File: src/rtl/haz_ctrl_sb_if.sv
// ---------------------------------------------------------------------------
// haz_ctrl_sb_if : signal bundle between the decode stage and the
//                  scoreboard hazard controller (haz_ctrl_sb).
//
// Parameters
//   REG_W  register-address width
//   CNT_W  stall-counter width
//
// Signals (direction seen from the controller, i.e. the slave modport)
//   in  mem_en_ID_EX, mem_wr_ID_EX, w1_reg_ID_EX  instruction leaving ID/EX
//   in  read_reg1/2, rd1_vld/rd2_vld, id_is_load  instruction sitting in IF/ID
//   in  mem_busy                                  data-cache miss in progress
//   in  ld_done, ld_done_reg                      load data return
//   out pause_pc, wrt_IF_ID, bubble_ID_EX, freeze_pipe  pipeline control
//   out stall_cnt                                 stall-cycle count
//   out fsm_state                                 controller status, debug only
//
// The master modport is the decode/pipeline side that drives the inputs.
// ---------------------------------------------------------------------------
interface haz_ctrl_sb_if #(
    parameter int REG_W = 3,
    parameter int CNT_W = 16
);
    logic             mem_en_ID_EX;
    logic             mem_wr_ID_EX;
    logic [REG_W-1:0] w1_reg_ID_EX;
    logic [REG_W-1:0] read_reg1;
    logic [REG_W-1:0] read_reg2;
    logic             rd1_vld;
    logic             rd2_vld;
    logic             id_is_load;
    logic             mem_busy;
    logic             ld_done;
    logic [REG_W-1:0] ld_done_reg;
    logic             pause_pc;
    logic             wrt_IF_ID;
    logic             bubble_ID_EX;
    logic             freeze_pipe;
    logic [CNT_W-1:0] stall_cnt;
    logic [1:0]       fsm_state;

    modport master (
        output mem_en_ID_EX, mem_wr_ID_EX, w1_reg_ID_EX,
        output read_reg1, read_reg2, rd1_vld, rd2_vld, id_is_load,
        output mem_busy, ld_done, ld_done_reg,
        input  pause_pc, wrt_IF_ID, bubble_ID_EX, freeze_pipe, stall_cnt, fsm_state
    );

    modport slave (
        input  mem_en_ID_EX, mem_wr_ID_EX, w1_reg_ID_EX,
        input  read_reg1, read_reg2, rd1_vld, rd2_vld, id_is_load,
        input  mem_busy, ld_done, ld_done_reg,
        output pause_pc, wrt_IF_ID, bubble_ID_EX, freeze_pipe, stall_cnt, fsm_state
    );
endinterface

File: src/rtl/haz_ctrl_sb.sv
// ---------------------------------------------------------------------------
// haz_ctrl_sb : decode-stage hazard controller with a load scoreboard.
//
// Every load leaving ID/EX marks its destination register pending until its
// data returns (ld_done). An IF/ID instruction that reads a pending register,
// or the register of a load leaving ID/EX this very cycle, is held in IF/ID
// while a NOP goes into ID/EX. A data-cache miss freezes the whole pipe.
// A load in IF/ID also waits while the number of loads in flight is already
// at MAX_PEND, unless one of them returns this cycle.
//
// Ports
//   clk, rst   clock, synchronous active-high reset
//   bus        haz_ctrl_sb_if.slave (decode inputs, pipeline-control outputs)
//
// Parameters
//   REG_W     register-address width (scoreboard holds 2**REG_W entries)
//   MAX_PEND  maximum loads in flight, 1..7
//   CNT_W     stall-counter width
//
// Optional feature
//   HAZ_STALL_CNT_EN  when defined, stall_cnt counts cycles with pause_pc=1
//                     (saturating); when undefined stall_cnt is tied to 0.
// ---------------------------------------------------------------------------
module haz_ctrl_sb #(
    parameter int REG_W    = 3,
    parameter int MAX_PEND = 2,
    parameter int CNT_W    = 16
) (
    input  logic         clk,
    input  logic         rst,
    haz_ctrl_sb_if.slave bus
);

    localparam int NREG = 1 << REG_W;
    localparam int PC_W = $clog2(MAX_PEND + 1);
    localparam logic [PC_W-1:0] PC_MAX = PC_W'(MAX_PEND);

    localparam logic [1:0] ST_RUN   = 2'd0;
    localparam logic [1:0] ST_LDUSE = 2'd1;
    localparam logic [1:0] ST_MISS  = 2'd2;

    logic [NREG-1:0] r_pend;
    logic [PC_W-1:0] r_pcnt;
    logic [1:0]      r_state;

    logic [NREG-1:0] w_pend_nxt;
    logic [PC_W-1:0] w_pcnt_nxt;
    logic [1:0]      w_state_nxt;
    logic            w_issue;
    logic            w_haz_src1;
    logic            w_haz_src2;
    logic            w_haz_full;
    logic            w_haz;
    logic            w_pause;
    logic            w_wrt;
    logic            w_bubble;
    logic            w_freeze;

    // A load only leaves ID/EX when the pipe is not frozen by a miss.
    assign w_issue = bus.mem_en_ID_EX & ~bus.mem_wr_ID_EX & ~bus.mem_busy;

    // Pending-register hit, plus forward check against the load leaving now
    // (its scoreboard bit is not visible until the next clock).
    assign w_haz_src1 = bus.rd1_vld & (r_pend[bus.read_reg1] |
                        (w_issue & (bus.w1_reg_ID_EX == bus.read_reg1)));
    assign w_haz_src2 = bus.rd2_vld & (r_pend[bus.read_reg2] |
                        (w_issue & (bus.w1_reg_ID_EX == bus.read_reg2)));
    // A returning load frees a slot this cycle, so a full scoreboard does not block then.
    assign w_haz_full = bus.id_is_load & (r_pcnt == PC_MAX) & ~bus.ld_done;
    assign w_haz      = w_haz_src1 | w_haz_src2 | w_haz_full;

    // Outputs are purely combinational; reset forces the free-running values.
    always_comb begin
        w_pause  = 1'b0;
        w_wrt    = 1'b1;
        w_bubble = 1'b0;
        w_freeze = 1'b0;
        if (!rst) begin
            if (bus.mem_busy) begin
                w_pause  = 1'b1;
                w_wrt    = 1'b0;
                w_freeze = 1'b1;
            end else if (w_haz) begin
                w_pause  = 1'b1;
                w_wrt    = 1'b0;
                w_bubble = 1'b1;
            end
        end
    end

    assign bus.pause_pc     = w_pause;
    assign bus.wrt_IF_ID    = w_wrt;
    assign bus.bubble_ID_EX = w_bubble;
    assign bus.freeze_pipe  = w_freeze;
    assign bus.fsm_state    = r_state;

    // Clear first so a set of the same register in the same cycle wins.
    always_comb begin
        w_pend_nxt = r_pend;
        if (bus.ld_done)
            w_pend_nxt[bus.ld_done_reg] = 1'b0;
        if (w_issue)
            w_pend_nxt[bus.w1_reg_ID_EX] = 1'b1;
    end

    // Count is clamped at both ends: a return with nothing in flight is ignored.
    always_comb begin
        w_pcnt_nxt = r_pcnt;
        case ({w_issue, bus.ld_done})
            2'b10: if (r_pcnt != PC_MAX) w_pcnt_nxt = r_pcnt + PC_W'(1);
            2'b01: if (r_pcnt != '0)     w_pcnt_nxt = r_pcnt - PC_W'(1);
            default: w_pcnt_nxt = r_pcnt;
        endcase
    end

    always_comb begin
        w_state_nxt = ST_RUN;
        if (bus.mem_busy)
            w_state_nxt = ST_MISS;
        else if (w_haz)
            w_state_nxt = ST_LDUSE;
    end

    always_ff @(posedge clk) begin
        if (rst) begin
            r_pend  <= '0;
            r_pcnt  <= '0;
            r_state <= ST_RUN;
        end else begin
            r_pend  <= w_pend_nxt;
            r_pcnt  <= w_pcnt_nxt;
            r_state <= w_state_nxt;
        end
    end

`ifdef HAZ_STALL_CNT_EN
    logic [CNT_W-1:0] r_stall_cnt;

    function automatic logic [CNT_W-1:0] sat_inc(input logic [CNT_W-1:0] v);
        return (&v) ? v : v + CNT_W'(1);
    endfunction

    always_ff @(posedge clk) begin
        if (rst)
            r_stall_cnt <= '0;
        else if (w_pause)
            r_stall_cnt <= sat_inc(r_stall_cnt);
    end

    assign bus.stall_cnt = r_stall_cnt;
`else
    assign bus.stall_cnt = '0;
`endif

endmodule

File: src/flat_wrapper.sv
// flat-port wrapper written by rule: the top's interface ports become plain ports
module haz_ctrl_sb_flat 
#(
    parameter int REG_W    = 3,
    parameter int MAX_PEND = 2,
    parameter int CNT_W    = 16
)
  (clk, rst, bus_mem_en_ID_EX, bus_mem_wr_ID_EX, bus_w1_reg_ID_EX, bus_read_reg1, bus_read_reg2, bus_rd1_vld, bus_rd2_vld, bus_id_is_load, bus_mem_busy, bus_ld_done, bus_ld_done_reg, bus_pause_pc, bus_wrt_IF_ID, bus_bubble_ID_EX, bus_freeze_pipe, bus_stall_cnt, bus_fsm_state);
  haz_ctrl_sb_if #(.REG_W(REG_W), .CNT_W(CNT_W)) bus_i ();
  input  logic clk;
  input  logic rst;
  input wire logic [$bits(bus_i.mem_en_ID_EX)-1:0] bus_mem_en_ID_EX;
  input wire logic [$bits(bus_i.mem_wr_ID_EX)-1:0] bus_mem_wr_ID_EX;
  input wire logic [$bits(bus_i.w1_reg_ID_EX)-1:0] bus_w1_reg_ID_EX;
  input wire logic [$bits(bus_i.read_reg1)-1:0] bus_read_reg1;
  input wire logic [$bits(bus_i.read_reg2)-1:0] bus_read_reg2;
  input wire logic [$bits(bus_i.rd1_vld)-1:0] bus_rd1_vld;
  input wire logic [$bits(bus_i.rd2_vld)-1:0] bus_rd2_vld;
  input wire logic [$bits(bus_i.id_is_load)-1:0] bus_id_is_load;
  input wire logic [$bits(bus_i.mem_busy)-1:0] bus_mem_busy;
  input wire logic [$bits(bus_i.ld_done)-1:0] bus_ld_done;
  input wire logic [$bits(bus_i.ld_done_reg)-1:0] bus_ld_done_reg;
  output wire logic [$bits(bus_i.pause_pc)-1:0] bus_pause_pc;
  output wire logic [$bits(bus_i.wrt_IF_ID)-1:0] bus_wrt_IF_ID;
  output wire logic [$bits(bus_i.bubble_ID_EX)-1:0] bus_bubble_ID_EX;
  output wire logic [$bits(bus_i.freeze_pipe)-1:0] bus_freeze_pipe;
  output wire logic [$bits(bus_i.stall_cnt)-1:0] bus_stall_cnt;
  output wire logic [$bits(bus_i.fsm_state)-1:0] bus_fsm_state;
  assign bus_i.mem_en_ID_EX = bus_mem_en_ID_EX;
  assign bus_i.mem_wr_ID_EX = bus_mem_wr_ID_EX;
  assign bus_i.w1_reg_ID_EX = bus_w1_reg_ID_EX;
  assign bus_i.read_reg1 = bus_read_reg1;
  assign bus_i.read_reg2 = bus_read_reg2;
  assign bus_i.rd1_vld = bus_rd1_vld;
  assign bus_i.rd2_vld = bus_rd2_vld;
  assign bus_i.id_is_load = bus_id_is_load;
  assign bus_i.mem_busy = bus_mem_busy;
  assign bus_i.ld_done = bus_ld_done;
  assign bus_i.ld_done_reg = bus_ld_done_reg;
  assign bus_pause_pc = bus_i.pause_pc;
  assign bus_wrt_IF_ID = bus_i.wrt_IF_ID;
  assign bus_bubble_ID_EX = bus_i.bubble_ID_EX;
  assign bus_freeze_pipe = bus_i.freeze_pipe;
  assign bus_stall_cnt = bus_i.stall_cnt;
  assign bus_fsm_state = bus_i.fsm_state;
  haz_ctrl_sb #(.REG_W(REG_W), .MAX_PEND(MAX_PEND), .CNT_W(CNT_W)) u_core (.clk(clk), .rst(rst), .bus(bus_i));
endmodule
File: config.mk
export PLATFORM = sky130hd
export DESIGN_NAME = haz_ctrl_sb_flat
export DESIGN_NICKNAME = d
export VERILOG_FILES = /design/src/rtl/haz_ctrl_sb_if.sv /design/src/rtl/haz_ctrl_sb.sv /design/src/flat_wrapper.sv
export SDC_FILE = /design/constraint.sdc
export NUM_CORES = 1
export LEC_CHECK = 0
export ABC_CLOCK_PERIOD_IN_PS = 8320
export BUFFER_PORTS_ARGS = -buffer_cell sky130_fd_sc_hd__buf_4
export CAP_MARGIN = 10
export CORE_MARGIN = 4
export CORE_UTILIZATION = 30
export CTS_CLUSTER_DIAMETER = 120
export DETAILED_ROUTE_END_ITERATION = 10
export PLACE_DENSITY_LB_ADDON = 0.2
export SLEW_MARGIN = 20
export SYNTH_ARGS = -nofsm -noshare
export SYNTH_HDL_FRONTEND = slang
export SYNTH_SLANG_ARGS = --single-unit
export TNS_END_PERCENT = 50
File: constraint.sdc
create_clock -name clk -period 8.32 [get_ports clk]
set_clock_uncertainty 0.2 [all_clocks]
set_input_delay 2.496 -clock clk [delete_from_list [all_inputs] [get_ports clk]]
set_output_delay 2.496 -clock clk [all_outputs]
set_load 0.01 [all_outputs]
=== Word level (Yosys, flattened, before mapping) ===
Index checks and enable logic that the tools add are counted.

* Register bits: 12
* Input port bits: 21
* Output and inout bits: 22
* Logic and storage cells: 69

* Add/sub/neg operators: 2
* Order comparisons: 6
* Eq/ne operators: 8
* Muxes and demuxes: 25
* Bitwise gates (word level): 18
* Reduce and logical (&&, ||, !) cells: 6

{| class="wikitable"
|+ Operators with widths
! cell !! number
|-
| $lt A3 B4 Y1 const B || 4
|-
| $mux W8 || 2
|-
| $mux W1 || 15
|-
| $and A1 B1 Y1 || 8
|-
| $and A8 B8 Y8 || 1
|-
| $not A8 Y8 || 1
|-
| $or A8 B8 Y8 || 1
|-
| $bmux W1 S3 || 2
|-
| $demux W1 S3 || 2
|-
| $eq A3 B3 Y1 || 2
|-
| $ge A3 B1 Y1 const B || 2
|-
| $mux W2 || 3
|-
| $eq A2 B2 Y1 const B || 2
|-
| $ne A2 B1 Y1 const B || 2
|-
| $or A1 B1 Y1 || 4
|-
| $pmux W2 S2 || 1
|-
| $reduce_bool A2 Y1 || 2
|-
| $not A1 Y1 || 3
|-
| $reduce_and A3 Y1 || 1
|-
| $add A2 B1 Y2 const B || 1
|-
| $eq A2 B1 Y1 const B || 1
|-
| $logic_and A1 B1 Y1 || 2
|-
| $ne A2 B2 Y1 const B || 1
|-
| $reduce_or A2 Y1 || 1
|-
| $sub A2 B1 Y2 const B || 1
|}

=== Longest topological paths before layout ===
* Word-level depth: 11
* Depth in mapped cells: 5
* Mapped depth without buffers: 4

=== Worst setup path before layout ===
No wires, ideal clock.

* Path kind: input to output
* From: in bus_read_reg2[1]
* To: out bus_wrt_IF_ID
* Arrival time: 3.707 ns
* Data required time: 5.624 ns
* Path slack: 1.917 ns
* Stages on the path: 4
* Path buffers: 0
* Cells stage by stage: mux4_1 > mux2_4 > a22oi_4 > a31o_1

* Cells in the longest elaborated chain, start to end: 9
* Elaborated cells between the ends (all ways): 11
* Classes of those cells: eq/ne (1); mux (5); bitwise (5)

{| class="wikitable"
|+ Ends and longest elaborated chain
! element !! line !! source
|-
| start: declaration || flat_wrapper.sv:16 || <nowiki>input wire logic [$bits(bus_i.read_reg2)-1:0] bus_read_reg2;</nowiki>
|-
| $bmux W1 S3 or $eq A3 B3 Y1 (tied branches) || haz_ctrl_sb.sv:66, haz_ctrl_sb.sv:67 ||
|-
| $mux W1 (implied by the code) or $and A1 B1 Y1 (tied branches) || haz_ctrl_sb.sv:66, haz_ctrl_sb.sv:67 ||
|-
| $or A1 B1 Y1 * || haz_ctrl_sb.sv:66 || <nowiki>assign w_haz_src2 = bus.rd2_vld & (r_pend[bus.read_reg2] |</nowiki>
|-
| $and A1 B1 Y1 * || haz_ctrl_sb.sv:66 ||
|-
| $or A1 B1 Y1 * (2 in series) || haz_ctrl_sb.sv:70 || <nowiki>assign w_haz = w_haz_src1 | w_haz_src2 | w_haz_full;</nowiki>
|-
| $mux W1 * || haz_ctrl_sb.sv:83 || <nowiki>end else if (w_haz) begin</nowiki>
|-
| $mux W1 * || haz_ctrl_sb.sv:79 || <nowiki>if (bus.mem_busy) begin</nowiki>
|-
| $mux W1 * || haz_ctrl_sb.sv:78 || <nowiki>if (!rst) begin</nowiki>
|-
| end: declaration || flat_wrapper.sv:24 || <nowiki>output wire logic [$bits(bus_i.wrt_IF_ID)-1:0] bus_wrt_IF_ID;</nowiki>
|}

Every way passes the cells marked *; elsewhere a longest branch is shown, timed or not. The select of a mux whose other input is x is not followed.

=== Worst setup path after layout ===
Ends and elaborated chain as after synthesis.

==> reports/qor.txt <==
die height: 63.9 um
Wirelength per Cell: 12.1 um
TritonCTS Sinks: 12
power density cells: 122 nW/um2
port bufs: 26
Rows: 20
Worst Hold Class: register to register
Clock Root Buffer: clkbuf_4
RSZ-0062 raised after global routing: false
top cells by area, synth: dfxtp_1, buf_4, xnor2_1
Global Route Usage Sum: 11.0%
top-count cell post-synth: buf_4
vias in the first global route: 796
largest net degree at the start of global routing: 17
peak supply drop: 0.0296 mV
R2R depth: 4
Final Hold Viols: 0
Worst EP arrival: 3.93 ns
worst-skew pair later-pin latency: 0.27 ns
CTS tree: done
Tcrit/Tclk final: 79.6%
Final Slew Violations: 0
grt ovf: 0
final setup fails: 0
worst-path fanout max: 4
DR vias: 824
count of cell types in the netlist: 33
number of DRC markers in iteration 0: 23
register area share after synthesis: 25.7%
largest family of logic cells by synthesized area: simple AND/OR/NAND/NOR gates
Synth Area in Compound Gates: 17.0%
startpoint of the worst hold path: u_core.r_pend[1]
dpl cells: 173
clk slew on worst S/H paths: 0.08 ns
Routed Wire Length: 2.14 mm
n_diodes: 0
first-pass GRT wire length: 3.61 mm
total CTS buffers: 3
CTS resizes: 0
vias per cell: 4.66
drt pass-1 iters: 4
Initial Util: 30.9%
crit path kind: input pin to output pin
Top Ports: 43
hold depth: 2
r2r endpoint: u_core.bus.fsm_state[0]
chip width: 63.9 um
min cycle time layout: 6.63 ns
#FFs+latches synth: 12
global placer's final weighted congestion: 0.770
number of synthesized flops with an enable pin: 0
CTS Hold Buffers Added: 0
kind of end point of the critical path: output pin
Total Nets Final: 155
die area: 4080 um2
Critical Path Start Type: input pin
flop2flop setup slack: 6.54 ns
Worst R2R Start: u_core.r_pend[3]
Max Clk Rate: 151 MHz
commonest cells in the netlist: buf_4, dfxtp_1, nor2_1
synthesized area per cell: 8.59 um2
Longest Clk Path Bufs: 2
placed wire-length estimate: 1.76 mm
ANT nets after route: 0
Post-Synth Adder-Cell Area: 0%
post-layout util: 37.6%
Setup Buffers After CTS: 0
synthesized area: 936 um2
area leader, netlist: dfxtp_1
total number of yosys warnings: 0
final cell count without fillers: 177
DRC: 0
post-synthesis mux area share: 13.0%
CORE AREA: 3030 um2
Hold EP: u_core.r_pend[1]
max_cap viols: 0
layout cells sized above 1: 26.3%
post-synth top area share: 25.7%
Synth Flop Type: dfxtp_1
XOR/XNOR Fraction of Synth Area: 6.55%
aggregate negative setup slack: 0 ns
area grow syn2layout: 21.7%
initial antenna violation count: 0
status: completed
Critical Path RT: 5.62 ns
Synth async-reset ratio: 0%
simple-gate area share of the yosys netlist: 21.7%
H-tree levels: 1
LEAKAGE: 0.000483 uW
Syn Inst Count: 109
-- cell families (layout without fill, tap and decap cells) --
family / after synthesis / after routing
buffers and inverters: 23 / 32
XOR/XNOR: 7 / 7
AO/OA/AOI/OAI: 19 / 19
flip-flops: 12 / 12
multiplexers: 7 / 7
AND/OR/NAND/NOR: 40 / 40
other: 1 / 16
-- how the worst max path moves through the flow --
stage                     slack [ns]  depth (start not counted)             to              from
after detailed placement        1.68                          6  bus_wrt_IF_ID  bus_read_reg2[1]
after CTS                       1.68                          6  bus_wrt_IF_ID  bus_read_reg2[1]
after global routing            1.64                          6  bus_wrt_IF_ID  bus_read_reg2[1]
final                           1.69                          6  bus_wrt_IF_ID  bus_read_reg2[1]
after global placement          1.69                          6  bus_wrt_IF_ID  bus_read_reg2[1]
after floorplan                 1.92                          4  bus_wrt_IF_ID  bus_read_reg2[1]
-- state kept, by name, indices dropped and copies added, names as in the netlist --
signal                flops
u_core.bus.fsm_state      2
u_core.r_pend             8
u_core.r_pcnt             2
-- per-stage QoR --
stage | area, um2 | setup WS [ns] | hold slack [ns] | power [uW]
floorplan | 992 | 1.92 | 0.254 | 84.0
detailed placement | 1100 | 1.68 | 0.291 | 93.3
global placement | 1100 | 1.69 | 0.292 | 92.7
CTS | 1140 | 1.68 | 0.311 | 141
global route | 1140 | 1.64 | 0.341 | 147
finish | 1140 | 1.69 | 0.311 | 139
-- per-layer routing --
layer,global-route usage [%],wire (um),vias to the layer above
li1,-,-,406
met1,13.4,923,390
met2,18.6,1050,26
met3,1.93,151,2
met4,4.85,16,0
met5,0,0,-
-- area by class of cell --
cell class / count / area, um2
clock buffer: 4 / 36.3
sequential: 12 / 240
timing repair buffer: 26 / 195
tap: 44 / 55.1
multi-input combinational: 89 / 604
inverter: 2 / 7.51
fill: 321 / 1890
-- power by group --
part	switching, uW	internal, uW
combinational	17.3	15.5
clock	20.6	26.6
sequential	0.718	58.4
total	38.7	100
-- worst max-delay path, stage by stage --
cell     delay [ns]
buf_4          0.11
mux4_1         0.54
mux2_4         0.29
a22oi_4        0.22
a31o_1         0.16
buf_4          0.11
-- placed cells by master (no fill, tap or decap), drive strengths merged --
cell type	Yosys	final
a211oi	1	1
a21o	1	1
a21oi	2	2
a22oi	6	6
a2bb2oi	1	1
a311oi	2	2
a31o	1	1
a31oi	1	1
a32oi	2	2
and3	1	1
buf	17	26
clkbuf	4	4
conb	1	16
dfxtp	12	12
inv	2	2
mux2	2	2
mux2i	2	2
mux4	3	3
nand2	7	7
nand3	3	3
nand4	3	3
nor2	12	12
nor2b	9	9
nor3	3	3
o31a	1	1
o31ai	1	1
or3b	1	1
or4bb	1	1
xnor2	7	7
No activity file was read; power rests on OpenSTA's default activity.
